`src/rtl/alu_serial_pkg.sv`:
```
// Shared codes for the bit-serial ALU controller: OpSel encodings,
// 1-bit slice operation codes, controller state enum and op helpers.
package alu_serial_pkg;

    localparam logic [2:0] OP_AND = 3'b000;
    localparam logic [2:0] OP_OR  = 3'b010;
    localparam logic [2:0] OP_XOR = 3'b011;
    localparam logic [2:0] OP_ADD = 3'b100;
    localparam logic [2:0] OP_SUB = 3'b101;
    localparam logic [2:0] OP_SLT = 3'b110;

    localparam logic [2:0] SL_AND = 3'b000;
    localparam logic [2:0] SL_OR  = 3'b010;
    localparam logic [2:0] SL_XOR = 3'b011;
    localparam logic [2:0] SL_ADD = 3'b100;

    typedef enum logic [1:0] {
        IDLE = 2'd0,
        RUN  = 2'd1,
        DONE = 2'd2
    } state_e;

    function automatic logic is_arith(input logic [2:0] op);
        return (op == OP_ADD) || (op == OP_SUB) || (op == OP_SLT);
    endfunction

    function automatic logic is_legal(input logic [2:0] op);
        return (op != 3'b001) && (op != 3'b111);
    endfunction

endpackage

```
`src/rtl/alu_bit_serial_ctrl.sv`:
```
// Bit-serial ALU controller: streams WIDTH-bit operands LSB first through
// an external 1-bit ALU slice, chaining carry through a register.
// Ports: clk, rst (async, active-high); start/opsel/a/b request;
// busy/done handshake; result/carryout/overflow/zero/illegal outputs;
// slice_* drive the slice, slice_result/slice_cout come back from it.
module alu_bit_serial_ctrl
    import alu_serial_pkg::*;
#(
    parameter int WIDTH = 16,
    parameter int CNT_W = 4
) (
    input  logic             clk,
    input  logic             rst,
    input  logic             start,
    input  logic [2:0]       opsel,
    input  logic [WIDTH-1:0] a,
    input  logic [WIDTH-1:0] b,
    output logic             busy,
    output logic             done,
    output logic [WIDTH-1:0] result,
    output logic             carryout,
    output logic             overflow,
    output logic             zero,
    output logic             illegal,
    output logic             slice_a,
    output logic             slice_b,
    output logic             slice_cin,
    output logic             slice_binvert,
    output logic             slice_less,
    output logic [2:0]       slice_operation,
    input  logic             slice_result,
    input  logic             slice_cout
);

    state_e state, state_nx;

    logic [WIDTH-1:0] sh_a, sh_b;
    // Bits already produced; the bit from the slice this cycle completes the word.
    logic [WIDTH-2:0] res_sh;
    logic [WIDTH-1:0] res_nx;
    logic [WIDTH-1:0] fin_res;
    logic [2:0]       op;
    logic             carry;
    logic [CNT_W-1:0] idx;
    logic             last;
    logic             msb_v;

    assign last   = (idx == CNT_W'(WIDTH - 1));
    assign res_nx = {slice_result, res_sh};
    assign msb_v  = slice_cin ^ slice_cout;
    assign slice_less = 1'b0;

    always_comb begin
        fin_res = res_nx;
        if (!is_legal(op))
            fin_res = '0;
        else if (op == OP_SLT)
            fin_res = {{(WIDTH-1){1'b0}}, slice_result ^ msb_v};
    end

    always_ff @(posedge clk or posedge rst) begin
        if (rst)
            state <= IDLE;
        else
            state <= state_nx;
    end

    always_comb begin
        state_nx        = state;
        busy            = 1'b0;
        done            = 1'b0;
        slice_a         = 1'b0;
        slice_b         = 1'b0;
        slice_cin       = 1'b0;
        slice_binvert   = 1'b0;
        slice_operation = SL_AND;
        unique case (state)
            IDLE: begin
                if (start)
                    state_nx = RUN;
            end
            RUN: begin
                busy      = 1'b1;
                slice_a   = sh_a[0];
                slice_b   = sh_b[0];
                slice_cin = carry;
                if (last)
                    state_nx = DONE;
                case (op)
                    OP_ADD: slice_operation = SL_ADD;
                    OP_SUB, OP_SLT: begin
                        slice_operation = SL_ADD;
                        slice_binvert   = 1'b1;
                    end
                    OP_AND, OP_OR, OP_XOR: begin
                        slice_operation = op;
                        slice_cin       = 1'b0;
                    end
                    default: begin
                        // Illegal op: run the sequence on a dead AND slice.
                        slice_operation = SL_AND;
                        slice_a         = 1'b0;
                        slice_b         = 1'b0;
                        slice_cin       = 1'b0;
                    end
                endcase
            end
            DONE: begin
                busy     = 1'b1;
                done     = 1'b1;
                state_nx = IDLE;
            end
            default: state_nx = IDLE;
        endcase
    end

    always_ff @(posedge clk or posedge rst) begin
        if (rst) begin
            sh_a     <= '0;
            sh_b     <= '0;
            res_sh   <= '0;
            op       <= '0;
            carry    <= 1'b0;
            idx      <= '0;
            result   <= '0;
            carryout <= 1'b0;
            overflow <= 1'b0;
            zero     <= 1'b0;
            illegal  <= 1'b0;
        end else begin
            case (state)
                IDLE: begin
                    if (start) begin
                        sh_a    <= a;
                        sh_b    <= b;
                        op      <= opsel;
                        idx     <= '0;
                        res_sh  <= '0;
                        // Subtraction is A + ~B + 1: seed the carry chain.
                        carry   <= (opsel == OP_SUB) || (opsel == OP_SLT);
                        result  <= '0;
                        illegal <= 1'b0;
                    end
                end
                RUN: begin
                    sh_a   <= sh_a >> 1;
                    sh_b   <= sh_b >> 1;
                    res_sh <= res_nx[WIDTH-1:1];
                    carry  <= slice_cout;
                    idx    <= idx + CNT_W'(1);
                    if (last) begin
                        result   <= fin_res;
                        carryout <= is_arith(op) & slice_cout;
                        overflow <= is_arith(op) & msb_v;
                        zero     <= (fin_res == '0);
                        illegal  <= !is_legal(op);
                    end
                end
                default: ;
            endcase
        end
    end

endmodule
```
`config.mk`:
```
export PLATFORM = sky130hd
export DESIGN_NAME = alu_bit_serial_ctrl
export DESIGN_NICKNAME = d
export VERILOG_FILES = /design/src/rtl/alu_serial_pkg.sv /design/src/rtl/alu_bit_serial_ctrl.sv
export SDC_FILE = /design/constraint.sdc
export NUM_CORES = 1
export LEC_CHECK = 0
export ABC_AREA = 1
export BUFFER_PORTS_ARGS = -buffer_cell sky130_fd_sc_hd__buf_2
export CAP_MARGIN = 30
export CORE_MARGIN = 10
export CORE_UTILIZATION = 30
export CTS_BUF_LIST = sky130_fd_sc_hd__clkbuf_4
export DETAILED_ROUTE_END_ITERATION = 7
export SYNTH_ARGS = -nofsm -noshare
export SYNTH_HDL_FRONTEND = slang
export SYNTH_SLANG_ARGS = --single-unit
```
`constraint.sdc`:
```
create_clock -name clk -period 4.45 [get_ports clk]
set_clock_uncertainty 0.1 [all_clocks]
set_input_delay 1.335 -clock clk [delete_from_list [all_inputs] [get_ports clk]]
set_output_delay 1.335 -clock clk [all_outputs]
set_load 0.05 [all_outputs]
```
Word-level counts from Yosys, hierarchy flattened --
Cells that the tools add are included.
Word-level totals: bits in registers 77, input port bits 40, output and inout bits 30, logic and storage cells 83
Operators by class: add/subtract/negate cells 1, equality and inequality tests 14, mux-type cells 33, bitwise gates (word level) 4, reductions and logical operators 19
Operator list (number):
- $mux 16 | 6
- $pmux 16 s2 | 3
- $pmux 15 s2 | 1
- $logic_not 16->1 | 1
- $eq 3x3->1 const B | 5
- $mux 15 | 1
- $mux 1 | 13
- $pmux 4 s2 | 1
- $reduce_and 2->1 | 4
- $eq 3x2->1 const B | 2
- $pmux 3 s2 | 1
- $reduce_or 3->1 | 2
- $reduce_or 6->1 | 1
- $add 4x1->4 const B | 1
- $eq 4x4->1 const B | 1
- $mux 2 | 2
- $mux 4 | 1
- $ne 2x2->1 const B | 2
- $pmux 1 s2 | 2
- $pmux 2 s2 | 1
- $reduce_or 2->1 | 2
- $logic_not 3->1 | 1
- $logic_or 1x1->1 | 3
- $mux 3 | 1
- other kinds (11) | 13

Longest topological paths before layout --
Gate-level depths: netlist of run 1.
depth in word-level cells 10, gate-level depth with buffers 12, gate-level depth less buffers 11

Worst setup path after synthesis of run 1 --
No wires, ideal clock.
path type register -> output, start point reg op[2], end point out slice_a, data arrival time 1.989 ns, required time 3.015 ns, path slack 1.026 ns, stages on the path, launching flop included 7, path buffers 1, cells stage by stage dfrtp_1 > inv_1 > nand2_2 > nand3_4 > buf_2 > inv_1 > nor3_1
Between the ends: cells in the longest elaborated chain, start to end 4, elaborated cells on any way between the ends 9, those cells by class eq/ne (5); mux (2); reduce/logical (2)
Ends and longest elaborated chain:
- start: declaration | RTL line alu_bit_serial_ctrl.sv:42 | logic [2:0] op;
- start signal: assignment | RTL line alu_bit_serial_ctrl.sv:136 | op <= opsel;
- $eq 3x3->1 (tied with other cells) | RTL line alu_bit_serial_ctrl.sv:89 | case (op)
- $reduce_or 6->1 (no line) (*)
- $mux 1 (*) | RTL line alu_bit_serial_ctrl.sv:89
- $mux 1 (*) | RTL line alu_bit_serial_ctrl.sv:77 | unique case (state)
- end: declaration | RTL line alu_bit_serial_ctrl.sv:25 | output logic slice_a,
Mark *: on every way between the ends. The rest lies on a longest branch, timed or not.

Worst setup path in the final report of run 1 --
start point reg state[1], end point out slice_b
Between the ends: cells in the longest elaborated chain, start to end 2
Ends and longest elaborated chain:
- start: declaration | RTL line alu_bit_serial_ctrl.sv:35 | state_e state, state_nx;
- start signal: assignment | RTL line alu_bit_serial_ctrl.sv:65 | state <= state_nx;
- $eq 2x1->1 | RTL line alu_bit_serial_ctrl.sv:77
- $mux 1 | RTL line alu_bit_serial_ctrl.sv:77
- end: declaration | RTL line alu_bit_serial_ctrl.sv:26 | output logic slice_b,
No other way between the ends.

==> results by stage, run 1 <==
Outcome:
- The run finished with clean final reports.

Clock network:
- The clock root buffer is sky130_fd_sc_hd__clkbuf_4.
- The latest clock arrival within the worst-skew pair is 0.42 ns.
- The tree built by TritonCTS fans out to 77 sinks.
- In this run the deepest clock path goes through 2 buffers.
- Buffers inserted to repair hold after CTS numbered 0.
- The deepest level of the CTS H-tree is 3.
- Clock-pin slew was measured on the worst setup and hold paths at 0.14 ns.
- Counting the buffers created by CTS gives 9.
- The post-CTS setup buffer count is 0.
- The CTS tree is yes.
- Once the clock tree was built, the resizer swapped 0 gates to a different size.

Setup path:
- The gate family responsible for the most delay along the worst path is buffers and inverters.
- The path type of the worst setup path is flip-flop to output port.
- The type of element capturing the critical path is an output port.
- STA puts the critical path data required time at 3.01 ns.
- For this design, the slowest cell found on the critical path is sky130_fd_sc_hd__dfrtp_1.
- In this design, the stage delay of the slowest critical-path cell is 0.41 ns.
- The number of buffers and inverters on the critical path is 3.
- STA classifies the critical path startpoint as a flip-flop.
- In this run the worst path has a maximum fanout of 21.
- The data arrival time of the worst path is between 1.5 and 2 ns.
- The signal on the critical path passes through inv_1, ha_2, inv_2, nor3_1, buf_2.

Synth:
- The number of instances in the synthesized netlist is between 400 and 500.
- Dividing the synthesized area by the synthesized cell count gives 8.62 µm².
- Yosys attributes the largest share of cell area to sky130_fd_sc_hd__dfrtp_1 53%, sky130_fd_sc_hd__nand2_1 9.7%, sky130_fd_sc_hd__inv_1 5.0%.
- The combined area of all synthesized cells is 3600 µm².
- The number of different library cells used by synthesis comes to 30.
- The share of the Yosys chip area taken by registers is 0.535.
- Counting every net in the synthesized netlist gives 462.
- The area share of the leading cell type in the synthesized netlist is 0.535.
- The post-synthesis cell type with the largest combined area is sky130_fd_sc_hd__dfrtp_1.
- Yosys printed 0 warnings.
- The register bit total from synthesis is 77.

Power and ir drop:
- The power density normalized to cell area is 640 nW/µm².
- Across the VDD grid, the largest voltage drop is 290 µV.
- The overall power is 2700 µW.
- The reported leakage power is ~0.002 µW.

Cells and area:
- The finished layout holds 627 standard cells, fillers aside.
- In the final layout, the share of cells above drive strength 1 is 0.221.
- The number of nets in the finished design is 523.
- The number of antenna diodes in the final layout is 0.
- The area growth from synthesis to layout is 17.2%.

STA:
- The worst hold margin is around 0.4 ns.
- For the pin with the worst max-slew slack, the measured transition is 0.517 ns.
- The least setup slack across all paths after layout is 1.09 ns.
- Setup repair after global routing left no endpoint under its margin.
- The final number of max-transition violations is 0.
- For the finished layout, the period the worst path requires is between 3 and 4 ns.
- Setup violations remaining at the end of the flow were counted as 0.
- The achievable frequency is around 300 MHz.
- The number of hold violations in the final report is 0.
- The worst slew margin relative to its limit is 0.655.
- Of the available clock period, the critical path in the final layout requires 0.755.
- The aggregate negative setup slack is 0 ns.

Placed design:
- Routability-driven placement finished with a final weighted congestion of 0.771.
- The half-perimeter wire length of the detailed placement result is ~6500 µm.
- The count of buffers added on input and output ports is 68.
- Timing analysis after detailed placement gives a worst setup slack of 1.52 ns.
- The number of placed instances, taps included, is slightly above 600.

Die:
- The core outline area is 11600 µm².
- For this configuration, the core starts out at a cell density of 0.312.
- The die extent in y is 130 µm.
- The initialized floorplan defines 39 standard-cell rows.
- The number of top-level design ports is 70.
- The die covers ~17000 µm².
- The die is 130 µm wide.

Drt:
- The total routed wirelength is 8770 µm.
- The total iterations of the first detailed-routing run is 4.
- The vias after detailed routing is 3001.
- The number of violations reported at the end of detailed-routing iteration 0 is roughly 240.
- The final routed DRC violation total is 0.
- After detailed routing, the number of vias per cell comes to about 4.8.
- After detailed routing, the average wire length per cell comes to 14.0 µm.
- The count of nets left with antenna violations once routing finished came out at 0.

Global route:
- The initial antenna violation count is 0.
- Global routing finished with a remaining overflow of 0.
- The via count of the first global-routing pass is 2936.
- For this run, the total global-route usage over all layers was measured as 0.107.
- The largest net degree at the start of global routing is 51.
- The wire length of the first global-routing pass is roughly 15000 µm.

Worst hold path:
- The class of the most critical hold timing path is flip-flop to flip-flop.

Flow run:
- Across the run, the number of max-cap violations was 0.
## path summary, 6_finish.rpt
check | cells past startpoint | start | end | slack [ns]
worst max register to register | 8 | state[1] | sh_a[5] | 2.25
worst min-delay path | 2 | result[1] | result[1] | 0.40
worst max-delay path | 5 | state[1] | slice_b | 1.09
min in group asynchronous | 2 | rst | sh_b[12] | 0.81
max in group asynchronous | 4 | rst | sh_a[9] | 2.63
worst min register to register | 2 | result[1] | result[1] | 0.40
## layout make-up
cell class	count	area, µm²
fill	1214	7340
sequential	77	1930
multi-input combinational	264	1360
timing repair buffer	74	410
inverter	53	200
tap	143	179
clock inverter	7	81.3
clock buffer	9	67.6
## layout by cell type, fill, tap and decap left out, types with 2 or more instances in the layout
master                     netlist  layout
sky130_fd_sc_hd__nand2_1        93      93
sky130_fd_sc_hd__dfrtp_1        77      77
sky130_fd_sc_hd__buf_2          14      68
sky130_fd_sc_hd__inv_1          48      47
sky130_fd_sc_hd__o21ai_0        29      29
sky130_fd_sc_hd__nor2_1         26      26
sky130_fd_sc_hd__nand3_1        21      21
sky130_fd_sc_hd__o211ai_1       20      20
sky130_fd_sc_hd__o22ai_1        16      16
sky130_fd_sc_hd__a31oi_1        15      15
sky130_fd_sc_hd__o21ai_1        12      12
sky130_fd_sc_hd__clkbuf_4        0       9
sky130_fd_sc_hd__a21oi_1         6       6
sky130_fd_sc_hd__nand2_2         5       5
sky130_fd_sc_hd__inv_2           4       4
sky130_fd_sc_hd__nor3_1          4       4
sky130_fd_sc_hd__buf_4           2       4
sky130_fd_sc_hd__nand4_1         3       3
sky130_fd_sc_hd__ha_1            4       3
sky130_fd_sc_hd__a22o_1          2       2
sky130_fd_sc_hd__o211ai_2        2       2
sky130_fd_sc_hd__clkinv_2        0       2
sky130_fd_sc_hd__inv_6           0       2
sky130_fd_sc_hd__clkinv_4        0       2
sky130_fd_sc_hd__buf_12          0       2
## state kept, by name, summed over array words and instances (netlist names)
name,count
result,16
sh_a,16
sh_b,16
res_sh,15
idx,4
op,3
state,2
carry,1
carryout,1
illegal,1
overflow,1
zero,1
## metal layers
| layer | GRT usage | part of all wire |
|---|---|---|
| met4 | 0.0370 | 0.0087 |
| met3 | 0.0302 | 0.068 |
| met5 | 0 | 0 |
| met1 | 0.147 | 0.49 |
| met2 | 0.157 | 0.43 |
## worst min-delay path, delay by kind of cell (launching register included)
| kind | cells | cell delay (ns) |
|---|---|---|
| flops | 1 | 0.37 |
| compound gates | 1 | 0.06 |
| simple gates | 1 | 0.05 |
## kinds of logic (layout without fill, tap and decap cells)
family / count (synthesis) / count (layout) / share of synthesized area
AND/OR/NAND/NOR: 156 / 156 / 0.184
buffers and inverters: 77 / 143 / 0.0913
flip-flops: 77 / 77 / 0.535
adder cells (fa/ha/maj): 4 / 4 / 0.0139
AO/OA/AOI/OAI: 103 / 103 / 0.175
other: 1 / 1 / 0.00104
## cells in the mapped netlist (all sizes together)
library cell / number
nand2: 98
conb: 1
o211ai: 22
and3: 1
nand4: 3
buf: 20
clkbuf: 4
dfrtp: 77
a21oi: 6
ha: 4
a31oi: 15
nor3: 4
nand3: 22
o22ai: 16
nor2: 28
inv: 52
a22o: 2
clkinv: 1
o21ai: 42
## through the flow
stage | util | cell area, µm²
after floorplan | - | 3600
after global placement | 0.348 | 4030
after detailed placement | 0.352 | 4070
after CTS | 0.365 | 4220
after global routing | 0.365 | 4220
final | 0.365 | 4220
## power by group
| part | total [µW] | internal (µW) | switching (µW) |
|---|---|---|---|
| clock | 450 | 180 | 270 |
| combinational | 1210 | 359 | 849 |
| sequential | 1040 | 920 | 124 |
| total | 2700 | 1460 | 1240 |
Note: power is estimated with default switching activity, not from simulation.
==> run 2: changes to the inputs <==
==> constraint.sdc (replaced) <==
create_clock -name clk -period 2.7 [get_ports clk]
set_clock_uncertainty 0.1 [all_clocks]
set_input_delay 0.81 -clock clk [delete_from_list [all_inputs] [get_ports clk]]
set_output_delay 0.81 -clock clk [all_outputs]
set_load 0.05 [all_outputs]
==> run 2 against run 1 <==
  * Sequential share of layout area shrank 0.61 points
  * Critical path depth is the same
  * Combinational power grew 70%
  * Non-clock buffer count grew 4
  * Register-to-register slack lost 1.7 ns
  * First-iteration DRC count shrank 29%
  * Setup slack lost 0.97 ns
  * Critical path type unchanged
  * Sequential power grew 66%
  * Cell count grew 0.64%
  * Largest cell class unchanged
==> results by stage, run 2 (synthesis results as in run 1) <==
Clock network:
- The number of buffers on the longest clock path is 2 (unchanged).
- The latest clock arrival within the worst-skew pair is 0.44 ns (was 0.42 ns).
- The clock root buffer is sky130_fd_sc_hd__clkbuf_4 (unchanged).
- The number of clock sinks seen by CTS is 77 (unchanged).
- The clock slew at the register clock pins of the worst setup and hold paths came to 0.14 ns (about the same).
- The number of clock buffers inserted by TritonCTS is 9 (unchanged).
- The deepest level of the CTS H-tree is 3 (unchanged).
- The CTS tree is yes (unchanged).

STA:
- The worst hold margin was 0.236 ns (was 0.400 ns).
- The count of endpoints failing setup in the final report is 0 (unchanged).
- The worst slew margin relative to its limit is 0.613 (was 0.655).
- The actual transition at the worst max-transition pin is 0.579 ns (was 0.517 ns).
- The achievable frequency is 388 MHz.
- The final number of max-transition violations is 0 (unchanged).
- Setup repair after global routing missed its margin: false (unchanged).
- The minimum period implied by the final worst setup slack is between 2 and 3 ns.
- The share of the cycle needed by the critical path after routing is 0.955.
- The number of hold violations in the final report is 0 (unchanged).

Die:
- The die footprint was 16800 µm² (unchanged).
- The die extent in y is 130 µm (unchanged).
- The core outline area is 11600 µm² (unchanged).
- The number of top-level design ports was 70 (unchanged).
- The number of rows created at floorplan came to 39 (unchanged).
- The die outline width came to 130 µm (unchanged).
- The initial core utilization was 0.312 (unchanged).

Global route:
- The wire length of the first global-routing pass came to 14100 µm (was 14600 µm).
- The global routing usage summed across all routing layers is 0.105 (was 0.107).
- The global-route congestion overflow total was 0 (unchanged).
- The initial antenna violation count is 0 (unchanged).
- The largest net degree at the start of global routing came to 55 (was 51).
- The via count of the first global-routing pass came to 2786 (was 2936).

Cells and area:
- The layout cell share with drive strength beyond 1 is 0.232 (was 0.221).
- The number of nets in the finished design is 527 (was 523).
- The final-layout fill cell count is 1206 (was 1214).
- The area added between synthesis and finish is 18.8% (was 17.2%).
- The most frequent standard cell in the layout excluding fill and tap cells was sky130_fd_sc_hd__nand2_1 (unchanged).
- Largest registers: result: 16 flops, sh_a: 16 flops, sh_b: 16 flops (unchanged).
- Commonest non-fill, non-tap cells in the layout: 93 x sky130_fd_sc_hd__nand2_1, 77 x sky130_fd_sc_hd__dfrtp_1, 62 x sky130_fd_sc_hd__buf_2 (was 93 x sky130_fd_sc_hd__nand2_1, 77 x sky130_fd_sc_hd__dfrtp_1, 68 x sky130_fd_sc_hd__buf_2).
- The end-of-flow core utilization was 0.370 (was 0.365).
- The diode insertion count for antenna repair is 0 (unchanged).

Drt:
- The number of violations reported at the end of detailed-routing iteration 0 is 172 (was 242).
- The total iterations of the first detailed-routing run is 5 (was 4).
- The total routed wirelength is 8790 µm (was 8770 µm).
- The number of antenna-violating nets in the routed design came to 0 (unchanged).
- The vias per cell is 4.76 (was 4.79).
- The vias after detailed routing came to 3004 (was 3001).
- The average routed wire per standard cell is 13.9 µm (was 14.0 µm).
- The final routed DRC violation total is 0 (unchanged).

Setup path:
- The maximum fanout along the worst path was 7 (was 21).
- The stage delay of the slowest cell on the critical path came to 0.41 ns (about the same).
- The type of element capturing the critical path is an output port (unchanged).
- The data arrival time of the worst path is 1.67 ns (was 1.92 ns).
- Cell chain of the critical path: inv_1, ha_4, inv_2, nor3_1, clkbuf_4 (was inv_1, ha_2, inv_2, nor3_1, buf_2).
- The type of origin of the critical path was a flip-flop (unchanged).
- The path type of the worst setup path is flip-flop to output port (unchanged).
- The required time of the critical path is 1.79 ns (was 3.01 ns).
- The master of the slowest instance on the critical path is sky130_fd_sc_hd__dfrtp_1 (unchanged).

Placed design:
- The count of input and output buffers came to 68 (unchanged).
- The routability-driven placement congestion ratio is 0.778 (was 0.771).
- The half-perimeter wire length of the detailed placement result was 6370 µm (was 6490 µm).

Power and ir drop:
- The power density normalized to cell area is 1050 nW/µm² (was 640 nW/µm²).
- The reported leakage power is 0.00204 µW (about the same).
- The maximum ir drop on the vdd rail is 323 µV (was 290 µV).

Flow run:
- The number of max-cap violations came to 0 (unchanged).

Outcome:
- Run status: finished clean (unchanged).

Worst hold path:
- The class of the most critical hold timing path is primary input to asynchronous set/reset pin (was flip-flop to flip-flop).
run 2: changes by cell type in the layout (fill, tap and decap cells not counted), sizes merged:
cell / previous run / this run
clkinvlp: 0 / 3
buf: 74 / 76
clkbuf: 9 / 11
inv: 54 / 52
clkinv: 5 / 4
run 2: cell type report:
cell class / count / area [µm²] / area share
flip-flops and latches: 77 / 1930 / 0.450
multi-input cells: 264 / 1380 / 0.321
repair buffers: 78 / 454 / 0.106
inverters: 53 / 203 / 0.0474
well taps: 143 / 179 / 0.0418
clock inverters: 7 / 75.1 / 0.0175
clock buffers: 9 / 67.6 / 0.0158
run 2: metal layers:
metal	vias up	track usage	part of all wire
met1	1411	0.136	0.48
met4	0	0.0324	0.010
met5	-	0	0
li1	1516	-	-
met2	69	0.157	0.44
met3	8	0.0453	0.064
run 2: power breakdown:
group          total [µW]  leakage (µW)  switching [µW]  internal, µW
clock network         714     0.0000702             429           285
registers            1730      0.000972             212          1520
logic                2060       0.00100            1430           633
run 2: worst paths after layout:
check | endpoint | from | slack [ns] | cells after the start
setup / recovery | slice_a | state[1] | 0.12 | 5
hold / removal | result[9] | rst | 0.24 | 2
setup reg to reg | state[1] | state[1] | 0.57 | 8
hold reg to reg | result[12] | result[12] | 0.40 | 2
max in group asynchronous | sh_a[13] | rst | 1.58 | 3
min in group clk | result[12] | result[12] | 0.40 | 2
run 2: worst max-delay path: cells and delay by family (launching register included):
| family | cells | cell delay (ns) |
|---|---|---|
| AND/OR/NAND/NOR | 1 | 0.19 |
| flip-flops | 1 | 0.41 |
| buffers and inverters | 3 | 0.48 |
| adder cells (fa/ha/maj) | 1 | 0.16 |
run 2: repair_timing:
item                                   4_1_cts  5_1_grt
hold buffers                                 0        0
buffers inserted                             0        1
setup endpoints to repair                    0        6
endpoints found under the hold margin        0        0
resized for setup                            0       17
run 2: stage by stage:
step | setup TNS [ns] | instances | setup slack, ns | instance area, µm² | total power, µW
floorplan | -0.547 | 418 | -0.199 | 3610 | 3330
global placement | 0 | 614 | 0.570 | 4090 | 3740
detailed placement | 0 | 614 | 0.515 | 4090 | 3780
CTS | 0 | 630 | 0.00866 | 4230 | 4520
global route | 0 | 631 | 0.00440 | 4280 | 4900
finish | 0 | 631 | 0.121 | 4280 | 4500
